<file path="src/rtl/mips_uart_tx.sv">
// Memory-mapped 8N1 UART transmitter on the MIPS data port: register decode, TX FIFO, serialiser.
// Optional even-parity bit is enabled by defining UART_TX_PARITY_EN.
module mips_uart_tx #(
    parameter int unsigned             ADDR_WIDTH       = 32,
    parameter int unsigned             DATA_WIDTH       = 32,
    parameter logic [ADDR_WIDTH-1:0]   BASE_ADDR        = 32'hFFFF0000,
    parameter int unsigned             FIFO_DEPTH       = 8,
    parameter logic [15:0]             DEFAULT_BAUD_DIV = 16'd434
) (
    input  logic                  clk,
    input  logic                  rst_n,
    input  logic [ADDR_WIDTH-1:0] addr_mem,
    input  logic [DATA_WIDTH-1:0] wr_data_mem,
    input  logic                  wr_en_mem,
    output logic                  sel,
    output logic [DATA_WIDTH-1:0] rd_data,
    output logic                  tx
);

    localparam int unsigned PTR_W = $clog2(FIFO_DEPTH);
    localparam int unsigned CNT_W = PTR_W + 1;

`ifdef UART_TX_PARITY_EN
    typedef enum logic [2:0] {IDLE, START, DATA, PARITY, STOP} state_t;
    localparam logic PARITY_BIT = 1'b1;
`else
    typedef enum logic [2:0] {IDLE, START, DATA, STOP} state_t;
    localparam logic PARITY_BIT = 1'b0;
`endif

    // Register decode
    logic [1:0] offset;
    logic       wr_txdata, wr_status, wr_baud;

    assign offset    = addr_mem[3:2];
    assign sel       = (addr_mem[ADDR_WIDTH-1:4] == BASE_ADDR[ADDR_WIDTH-1:4]);
    assign wr_txdata = sel && wr_en_mem && (offset == 2'd0);
    assign wr_status = sel && wr_en_mem && (offset == 2'd1);
    assign wr_baud   = sel && wr_en_mem && (offset == 2'd2);

    logic unused_bits;
    assign unused_bits = ^{wr_data_mem[DATA_WIDTH-1:16], addr_mem[1:0]};

    logic [15:0] baud_div;
    logic        ovf_q;

    // TX FIFO
    logic [7:0]       mem [FIFO_DEPTH];
    logic [PTR_W-1:0] wr_ptr, rd_ptr;
    logic [CNT_W-1:0] count;
    logic             empty, full, pop, push_ok;

    assign empty   = (count == '0);
    assign full    = (count == CNT_W'(FIFO_DEPTH));
    assign push_ok = wr_txdata && (!full || pop);

    always_ff @(posedge clk) begin
        if (push_ok) mem[wr_ptr] <= wr_data_mem[7:0];
    end

    always_ff @(posedge clk or negedge rst_n) begin
        if (!rst_n) begin
            wr_ptr <= '0;
            rd_ptr <= '0;
            count  <= '0;
        end else begin
            if (push_ok) wr_ptr <= wr_ptr + 1'b1;
            if (pop)     rd_ptr <= rd_ptr + 1'b1;
            case ({push_ok, pop})
                2'b10:   count <= count + 1'b1;
                2'b01:   count <= count - 1'b1;
                default: count <= count;
            endcase
        end
    end

    always_ff @(posedge clk or negedge rst_n) begin
        if (!rst_n) begin
            baud_div <= DEFAULT_BAUD_DIV;
            ovf_q    <= 1'b0;
        end else begin
            if (wr_baud) baud_div <= wr_data_mem[15:0];
            if (wr_txdata && full && !pop)   ovf_q <= 1'b1;
            else if (wr_status && wr_data_mem[3]) ovf_q <= 1'b0;
        end
    end

    // Serialiser FSM
    state_t      state_q, state_n;
    logic [15:0] baud_cnt_q, baud_n;
    logic [2:0]  bit_cnt_q, bit_n;
    logic [15:0] div_q, div_n;
    logic [7:0]  data_q, data_n;
    logic        tx_d, bit_end, busy;

    assign bit_end = (baud_cnt_q == div_q - 16'd1);
    assign busy    = (state_q != IDLE) || !empty;

    always_ff @(posedge clk or negedge rst_n) begin
        if (!rst_n) begin
            state_q    <= IDLE;
            baud_cnt_q <= '0;
            bit_cnt_q  <= '0;
            div_q      <= 16'd1;
            data_q     <= '0;
            tx         <= 1'b1;
        end else begin
            state_q    <= state_n;
            baud_cnt_q <= baud_n;
            bit_cnt_q  <= bit_n;
            div_q      <= div_n;
            data_q     <= data_n;
            tx         <= tx_d;
        end
    end

    always_comb begin
        state_n = state_q;
        baud_n  = baud_cnt_q;
        bit_n   = bit_cnt_q;
        pop     = 1'b0;
        case (state_q)
            IDLE: begin
                if (!empty) begin
                    pop     = 1'b1;
                    state_n = START;
                    baud_n  = '0;
                end
            end
            START: begin
                if (bit_end) begin
                    state_n = DATA;
                    baud_n  = '0;
                    bit_n   = '0;
                end else baud_n = baud_cnt_q + 16'd1;
            end
            DATA: begin
                if (bit_end) begin
                    baud_n = '0;
                    if (bit_cnt_q == 3'd7) begin
`ifdef UART_TX_PARITY_EN
                        state_n = PARITY;
`else
                        state_n = STOP;
`endif
                    end else bit_n = bit_cnt_q + 3'd1;
                end else baud_n = baud_cnt_q + 16'd1;
            end
`ifdef UART_TX_PARITY_EN
            PARITY: begin
                if (bit_end) begin
                    state_n = STOP;
                    baud_n  = '0;
                end else baud_n = baud_cnt_q + 16'd1;
            end
`endif
            STOP: begin
                if (bit_end) begin
                    baud_n = '0;
                    if (!empty) begin
                        pop     = 1'b1;
                        state_n = START;
                    end else state_n = IDLE;
                end else baud_n = baud_cnt_q + 16'd1;
            end
            default: begin
                state_n = IDLE;
                baud_n  = '0;
            end
        endcase
    end

    // tx is registered from the next state so a start bit appears one edge after the pop
    always_comb begin
        data_n = pop ? mem[rd_ptr] : data_q;
        div_n  = pop ? ((baud_div == 16'd0) ? 16'd1 : baud_div) : div_q;
        case (state_n)
            START:   tx_d = 1'b0;
            DATA:    tx_d = data_n[bit_n];
`ifdef UART_TX_PARITY_EN
            PARITY:  tx_d = ^data_n;
`endif
            default: tx_d = 1'b1;
        endcase
    end

    always_comb begin
        rd_data = '0;
        if (sel) begin
            case (offset)
                2'd1:    rd_data[4:0]  = {PARITY_BIT, ovf_q, empty, full, busy};
                2'd2:    rd_data[15:0] = baud_div;
                default: rd_data       = '0;
            endcase
        end
    end

endmodule

</file>
<file path="config.mk">
export PLATFORM = sky130hd
export DESIGN_NAME = mips_uart_tx
export DESIGN_NICKNAME = d
export VERILOG_FILES = /design/src/rtl/mips_uart_tx.sv
export SDC_FILE = /design/constraint.sdc
export NUM_CORES = 1
export LEC_CHECK = 0
export CORE_ASPECT_RATIO = 2
export CORE_MARGIN = 4
export CORE_UTILIZATION = 40
export DETAILED_ROUTE_END_ITERATION = 16
export SYNTH_ARGS = -nofsm -noshare
export SYNTH_HDL_FRONTEND = slang
export SYNTH_SLANG_ARGS = --single-unit
</file>
<file path="constraint.sdc">
create_clock -name clk -period 4.1 [get_ports clk]
set_input_delay 1.23 -clock clk [delete_from_list [all_inputs] [get_ports clk]]
set_output_delay 1.23 -clock clk [all_outputs]
set_load 0.02 [all_outputs]
</file>
Word-level counts from Yosys, hierarchy flattened
Memory sizes are Yosys's and may differ from the RTL's.
Index checks and enable logic that the tools add are counted.
{"block": "op_classes", "addsub": 7, "magnitude_cmp": 1, "eq_ne": 14, "muxes": 30, "n_reduce_logical": 21}
{"op": "2-to-1 mux 16 bit", "count": 4}
{"op": "one-hot mux 16 bit (2 select lines)", "count": 1}
{"op": "equality test 28 bit, second input constant", "count": 1}
{"op": "2-to-1 mux 3 bit", "count": 8}
{"op": "adder 16 x 1 -> 16 bit, second input constant", "count": 1}
{"op": "equality test 16 bit", "count": 1}
{"op": "logical NOT 16 bit", "count": 1}
{"op": "subtractor 16 x 1 -> 16 bit, second input constant", "count": 1}
{"op": "one-hot mux 3 bit (4 select lines)", "count": 1}
{"op": "2-to-1 mux 11 bit", "count": 1}
{"op": "one-hot mux 5 bit (2 select lines)", "count": 1}
{"op": "adder 3 x 1 -> 3 bit, second input constant", "count": 3}
{"op": "equality test 3 x 2 -> 1 bit, second input constant", "count": 3}
{"op": "logical AND 1 bit", "count": 8}
{"op": "2-to-1 mux 1 bit", "count": 8}
{"op": "2-to-1 mux 8 bit", "count": 1}
{"op": "one-hot mux 4 bit (2 select lines)", "count": 1}
{"op": "equality test 3 x 1 -> 1 bit, second input constant", "count": 2}
{"op": "one-hot mux 3 bit (2 select lines)", "count": 1}
{"op": "adder 4 x 1 -> 4 bit, second input constant", "count": 1}
{"op": "equality test 2 x 1 -> 1 bit, second input constant", "count": 2}
{"op": "equality test 2 bit, second input constant", "count": 2}
{"op": "equality test 4 bit, second input constant", "count": 1}
{"op": "logical NOT 4 bit", "count": 1}
{"op": "13 further kinds", "count": 18}
{"block": "word_totals", "regBits": 74, "ramBits": 64, "input_bits": 67, "out_inout_bits": 34, "elab_cells": 85, "memories": 1}
{"memory": "mem", "words": 8, "width": 8, "rd": 1, "rd_ports_with_merged_regs": 0, "wr": 1, "line": "48", "source": "logic [7:0] mem [FIFO_DEPTH];"}

Longest topological paths before layout
Gate-level depths: netlist (run 1).
{"block": "depth", "depth_word": 8, "mapped_depth": 15, "mapped_depth_nobuf": 14}

Worst setup path after synthesis (run 1)
No wires, ideal clock.
{"block": "synth_timing", "path_kind": "input -> output", "from": "input port addr_mem[10]", "to": "output port rd_data[0]", "arrival_ns": 3.150, "required_ns": 2.870, "slack_ns": -0.280, "path_stages": 6, "path_buffers": 1, "cell_sequence": "nor4b_1 -> nand4_1 -> nor4_1 -> clkbuf_1 -> nand2_1 -> nor2_1"}
{"block": "synth_between", "elab_chain_cells": 2}
{"element": "start: declaration", "line": "12", "source": "input logic [ADDR_WIDTH-1:0] addr_mem,"}
{"element": "equality test 28 bit", "line": "36", "source": "assign sel = (addr_mem[ADDR_WIDTH-1:4] == BASE_ADDR[ADDR_WIDTH-1:4]);"}
{"element": "named net sel", "line": "15", "source": "output logic sel,"}
{"element": "2-to-1 mux 16 bit", "line": "189", "source": "if (sel) begin"}
{"element": "end: declaration", "line": "16", "source": "output logic [DATA_WIDTH-1:0] rd_data,"}
The timed path passes the listed nets, and every way through them passes these cells.

Worst setup path in the final report (run 1)
{"block": "layout_timing", "from": "input port addr_mem[5]", "to": "output port rd_data[0]"}
{"block": "layout_between", "elab_chain_cells": 2}
{"element": "equality test 28 bit", "line": "36"}
{"element": "2-to-1 mux 16 bit", "line": "189"}
Every way passes these cells.

==> results of run 1 <==
-- final timing paths --
path / startpoint / end / slack [ps]
max reg2reg: div_q[1] / mem[5][5] / 100
min reg2reg: div_q[15] / div_q[15] / 490
max in group asynchronous: rst_n / bit_cnt_q[2] / 2540
min: div_q[15] / div_q[15] / 490
max: addr_mem[5] / rd_data[0] / 100
min in group asynchronous: rst_n / baud_cnt_q[13] / 940
-- per-stage QoR --
step,util,std cells
after floorplan,-,587
after global placement,0.468,853
after detailed placement,0.468,853
after CTS,0.506,887
after global routing,0.517,891
final,0.517,891
-- registers in the layout (all words and copies together) (netlist names) --
| register | count |
|---|---|
| baud_cnt_q | 16 |
| baud_div | 16 |
| bit_cnt_q | 3 |
| count | 4 |
| data_q | 8 |
| div_q | 16 |
| mem | 64 |
| ovf_q | 1 |
| rd_ptr | 3 |
| state_q | 3 |
| tx | 1 |
| wr_ptr | 3 |
-- synth_stat cells (2+ instances only) --
cell and count:
nand2_1 82, dfrtp_1 67, edfxtp_1 64, mux2_2 33, nor2_1 32, o21ai_0 31
and3_1 26, clkbuf_1 18, xnor2_1 18, buf_4 17, mux4_2 16, nor4_1 14
xor2_1 14, nand3_1 13, nor3_1 13, ha_1 9, inv_1 9, a21oi_1 8
dfstp_2 7, nand4_1 5, nor3b_1 4, or3_2 4, a22oi_1 3, a31oi_1 3
buf_1 3, nand2b_1 3, nor4b_1 3, o211ai_1 3, a211oi_1 2, a2bb2oi_1 2
mux2i_1 2, nand3b_1 2, nor3_4 2, o31ai_1 2, or2_2 2, or3_1 2
or4_4 2
-- worst max-delay path: cells and delay by family --
| kind | cells | cell delay (ps) |
|---|---|---|
| AND/OR/NAND/NOR | 5 | 770 |
| buffers and inverters | 3 | 760 |
-- per-layer routing --
layer	share of wire	global-route usage
met5	0	0
met4	0.027	0.0825
met3	0.027	0.0300
met2	0.60	0.372
met1	0.34	0.183
-- where the power goes --
part | leakage [nW] | switching, mW | internal [mW] | total, mW
clock network | 0.288 | 0.600 | 0.959 | 1.56
logic | 1.85 | 0.0614 | 0.0444 | 0.106
registers | 1.58 | 0.00358 | 1.45 | 1.46
total | 3.72 | 0.665 | 2.46 | 3.12
-- what timing repair did --
item / in CTS / in global routing
gates cloned: 1 / 0
pin swaps: 10 / 13
setup endpoints to repair: 23 / 67
resized for setup: 107 / 41
setup buffers: 2 / 3
-- area by class of cell --
class,count,share of cell area
clock buffer,18,0.0495
sequential,138,0.436
tap,207,0.0299
multi-input combinational,401,0.351
clock inverter,13,0.0196
antenna,1,0.000289
inverter,9,0.00390
timing repair buffer,104,0.110
-- logic make-up after synthesis --
logic type / after synthesis / synth area share
other: 1 / 0.000551
DFF: 138 / 0.556
xor gates and xnor gates: 32 / 0.0412
AOI/OAI and AO/OA: 75 / 0.0744
adders and majority gates: 9 / 0.0165
buffers and inverters: 48 / 0.0373
muxes: 51 / 0.110
and+or+nand+nor: 217 / 0.164
==> flow_summary.ini, run 1 <==
[pwr]
p_per_area_nw_per_um2 = 360
total_leakage_power_nw = 3.72
p_total_mw = 3.12
vdd_ir_drop_max_mv = 0.515

[cts]
cts_buffer_depth = 2
cts-htree-levels = 4
clock-root-buffer = clkbuf_16
clock_sinks = 138
cts_tree = yes
path_clk_slew_ps = 60
ctsHoldBuffers = 0
clk_latency_ps = 430
numCtsBuffers = 17

[layout]
n_fill_cell = 1477
multiInputGateArea_um2 = 3040
fin_area_um2 = 8670
nets = 747
layout_commonest_cell = nand2_1
area_delta_synth_final_pct = 27.4
final_cell_mix = nand2_1 (80), dfrtp_1 (67), edfxtp_1 (64), buf_4 (39)
drive_gt1_frac = 0.278
regArea_um2 = 3780

[routing]
ant_nets = 0
dr.first_iter.drc_count = 255
avgViaCountPerCell = 5.37
drt_first_pass_iters = 4
finalWirelength_mm = 17.2
wire_per_inst_um = 19.3
vias = 4788
drc = 0

[yosys]
synth_area_um2 = 6810
yosysUniqueCellTypes = 68
yosysSeqAreaShare = 0.556
synth_area_leaders = edfxtp_1 (28%), dfrtp_1 (25%), mux2_2 (5.5%), mux4_2 (5.3%), nand2_1 (4.5%)
ys.flop_type = dfrtp_1
netlist_instances = 571
synth-seq-cells = 138
yosys_warnings = 0
async_flop_share = 0.536
synth_top_area_frac = 0.282
synth_edf_count = 64
yosys.area.top_type = edfxtp_1
synth_area_per_cell_um2 = 11.9

[run]
drv_cap = 0

[floorplan]
ioPinCount = 101
die_y_um = 192
die_area_um2 = 19300
coreArea_um2 = 16800
rows = 67
start_util = 0.406
die_w_um = 100

[timing]
min_period_ps = 4000
rsz0062_at_grt = no
hold_viol_final = 0
fmax_mhz = 250
max_slew_margin = 0.373
setup_viol = 0
fin_crit_sh = 0.976
clock_skew_ps = 12.1
worst_pin_slew_ps = 941
slew_viol_final = 0
worst_slack_ps = 96.9
fin_hold_ws_ps = 490
final.setup.tns_ps = 0

[worst_setup_path]
crit_chain = clkdlybuf4s50_1 > nor3_2 > nand4_1 > nor4_4 > buf_6 > nand2_8 > nor2_4 > buf_6
rr_worst_depth = 13
critical_path.max_fanout = 8
cp.arrival_ps = 2770
worstPathRequired_ps = 2870
cp_common_cell = buf_6
start_kind = input port
crit_path_end_kind = primary output
slowest_delay_ps = 430
worst-setup-path-type = in2out
cpMaxStageDelayCell = clkdlybuf4s50_1

[placed_design]
post-place-ws_ps = -720
place_area_um2 = 7840
portBuffers = 66
dp_hpwl_mm = 12.8
gp_congestion = 0.935

[global_route]
overflow = 0
grt_pass1_wl_mm = 27.0
grt_use_total = 0.187
grt_pass1_vias = 4962
grt_max_degree = 75
antenna_found_initial = 1

[min_path]
min_path_type = reg2reg
min_path_cells = 2

[status]
status = complete, no violations
Power figures use the tool's default switching activity.
==> run 2, diff against run 1 <==
--- a/config.mk
+++ b/config.mk
@@ -9,6 +9,7 @@
 export CORE_MARGIN = 4
 export CORE_UTILIZATION = 40
 export DETAILED_ROUTE_END_ITERATION = 16
+export MAX_ROUTING_LAYER = met4
 export SYNTH_ARGS = -nofsm -noshare
 export SYNTH_HDL_FRONTEND = slang
 export SYNTH_SLANG_ARGS = --single-unit
==> run 2 against run 1 <==
Non-clock buffer count is 1 lower. Sequential power hardly changed. Cell area is 0.17% higher. Setup slack worse by 69 ps. Global-route usage is 0.85 points higher. Register-to-register slack hardly changed. First-iteration DRC count is 22% higher. Sequential share of layout area is 0.075 points lower. Clock power is 6% lower. Clock skew is 5.5 ps lower. Largest cell class unchanged.
==> flow_summary.ini, run 2 (synthesis gave the netlist of run 1 again) <==
[status]
status = complete, no violations

[cts]
clock-root-buffer = clkbuf_16
path_clk_slew_ps = 60
clk_latency_ps = 420
numCtsBuffers = 17
cts_buffer_depth = 2
ctsHoldBuffers = 0
cts_tree = yes
cts-htree-levels = 4
clock_sinks = 138

[worst_setup_path]
start_kind = input port
worst-setup-path-type = in2out
crit_chain = clkdlybuf4s50_1 > nor3_1 > nand4_1 > nor4_4 > buf_6 > and3_4 > buf_4
r2r_setup_slack_ps = 110
cpMaxStageDelayCell = clkdlybuf4s50_1
cp.arrival_ps = 2840
rr_worst_depth = 13
critical_path.max_fanout = 8
crit_path_end_kind = primary output
timing.rr.start = div_q[1]
worstPathRequired_ps = 2870
timing.rr.end = mem[5][4]
slowest_delay_ps = 400

[layout]
fin_cells = 889
largest_register = mem
n_fill_cell = 1454
drive_gt1_frac = 0.279
nets = 746
largest_reg_flops = 64
final_cell_mix = nand2_1 (80), dfrtp_1 (67), edfxtp_1 (64), buf_4 (39)
num_antenna_cells = 0
area_delta_synth_final_pct = 27.6
layout_commonest_cell = nand2_1

[pwr]
combPwrFrac = 0.036
switchingPower_mw = 0.644
p_per_area_nw_per_um2 = 348
pwr-share-clk = 0.483
seq_power_share = 0.481
vdd_ir_drop_max_mv = 0.341
total_leakage_power_nw = 3.76
switching_share = 0.213
internal-power_mw = 2.38

[timing]
slew_viol_final = 0
worst_slack_ps = 28.0
min_period_ps = 4070
max_slew_margin = 0.358
hold_viol_final = 0
clock_skew_ps = 6.60
fin_hold_ws_ps = 501
fin_crit_sh = 0.993
setup_viol = 0
worst_pin_slew_ps = 962
fmax_mhz = 246

[global_route]
grt_pass1_wl_mm = 27.7
grt_use_total = 0.196
grt_pass1_vias = 5163
overflow = 0
grt_max_degree = 75
antenna_found_initial = 0

[floorplan]
die_w_um = 100
die_area_um2 = 19300
coreArea_um2 = 16800
die_y_um = 192
rows = 67
start_util = 0.406
ioPinCount = 101

[placed_design]
gp_congestion = 0.967
placedCellCount = 854
dp_hpwl_mm = 12.9
portBuffers = 66
post-place-ws_ps = -687

[routing]
ant_nets = 0
vias = 4790
drt_first_pass_iters = 4
avgViaCountPerCell = 5.39
dr.first_iter.drc_count = 311
finalWirelength_mm = 17.3
drc = 0
wire_per_inst_um = 19.4

[min_path]
min_from = ovf_q
min_path_type = reg2reg
min_path_cells = 2
hold_end = ovf_q

[run]
drv_cap = 0
run 2: repair_timing:
| item | 4_1_cts | 5_1_grt |
|---|---|---|
| cloned | 1 | 0 |
| setup endpoints to repair | 18 | 82 |
| pin swaps | 8 | 12 |
| gates resized for setup | 108 | 47 |
| buffers inserted | 1 | 2 |
run 2: critical path, delay by kind of cell:
family	cells	cell delay (ps)
buffers and inverters	3	740
and+or+nand+nor	4	860
run 2: layout make-up:
type	count	area [µm²]	share of cell area
Sequential cell	138	3780	0.435
Multi-Input combinational cell	401	3060	0.353
Timing Repair Buffer	103	988	0.114
Clock buffer	18	429	0.0494
Tap cell	207	259	0.0298
Clock inverter	13	129	0.0148
Inverter	9	33.8	0.00389
run 2: worst max path at each step:
stage | endpoint | start | slack, ps | cells after the start
finish | rd_data[11] | addr_mem[4] | 30 | 7
global route | rd_data[4] | addr_mem[4] | -50 | 7
CTS | rd_data[7] | addr_mem[10] | -30 | 7
detailed placement | rd_data[0] | addr_mem[10] | -690 | 8
global placement | rd_data[3] | addr_mem[10] | -660 | 8
floorplan | rd_data[0] | addr_mem[10] | 10 | 6
run 2: power groups by stage:
stage          Combinational, mW  Clock [mW]  Sequential (mW)
2_1_floorplan             0.0381           0             1.48
3_3_place_gp               0.101           0             1.48
3_5_place_dp               0.103           0             1.48
4_1_cts                    0.106        1.50             1.46
5_1_grt                    0.118        1.57             1.46
6_report                   0.108        1.46             1.46
run 2: metal layers:
layer  share of wire  up-vias  global-route usage  wire length [µm]
li1                -     2262                   -                 -
met1            0.34     2400               0.191              5920
met2            0.61       93               0.372             10500
met3           0.026       35              0.0355               443
met4           0.026        0              0.0784               453
met5               0        -                   -                 0
run 2: metrics by stage:
stage	util	total power, mW	cell area, µm²	setup TNS (ps)
after floorplan	-	1.52	6910	0
after global routing	0.518	3.14	8690	-540
after detailed placement	0.468	1.59	7850	-10350
after global placement	0.468	1.58	7850	-10230
after CTS	0.506	3.06	8480	-145
final	0.518	3.03	8690	0
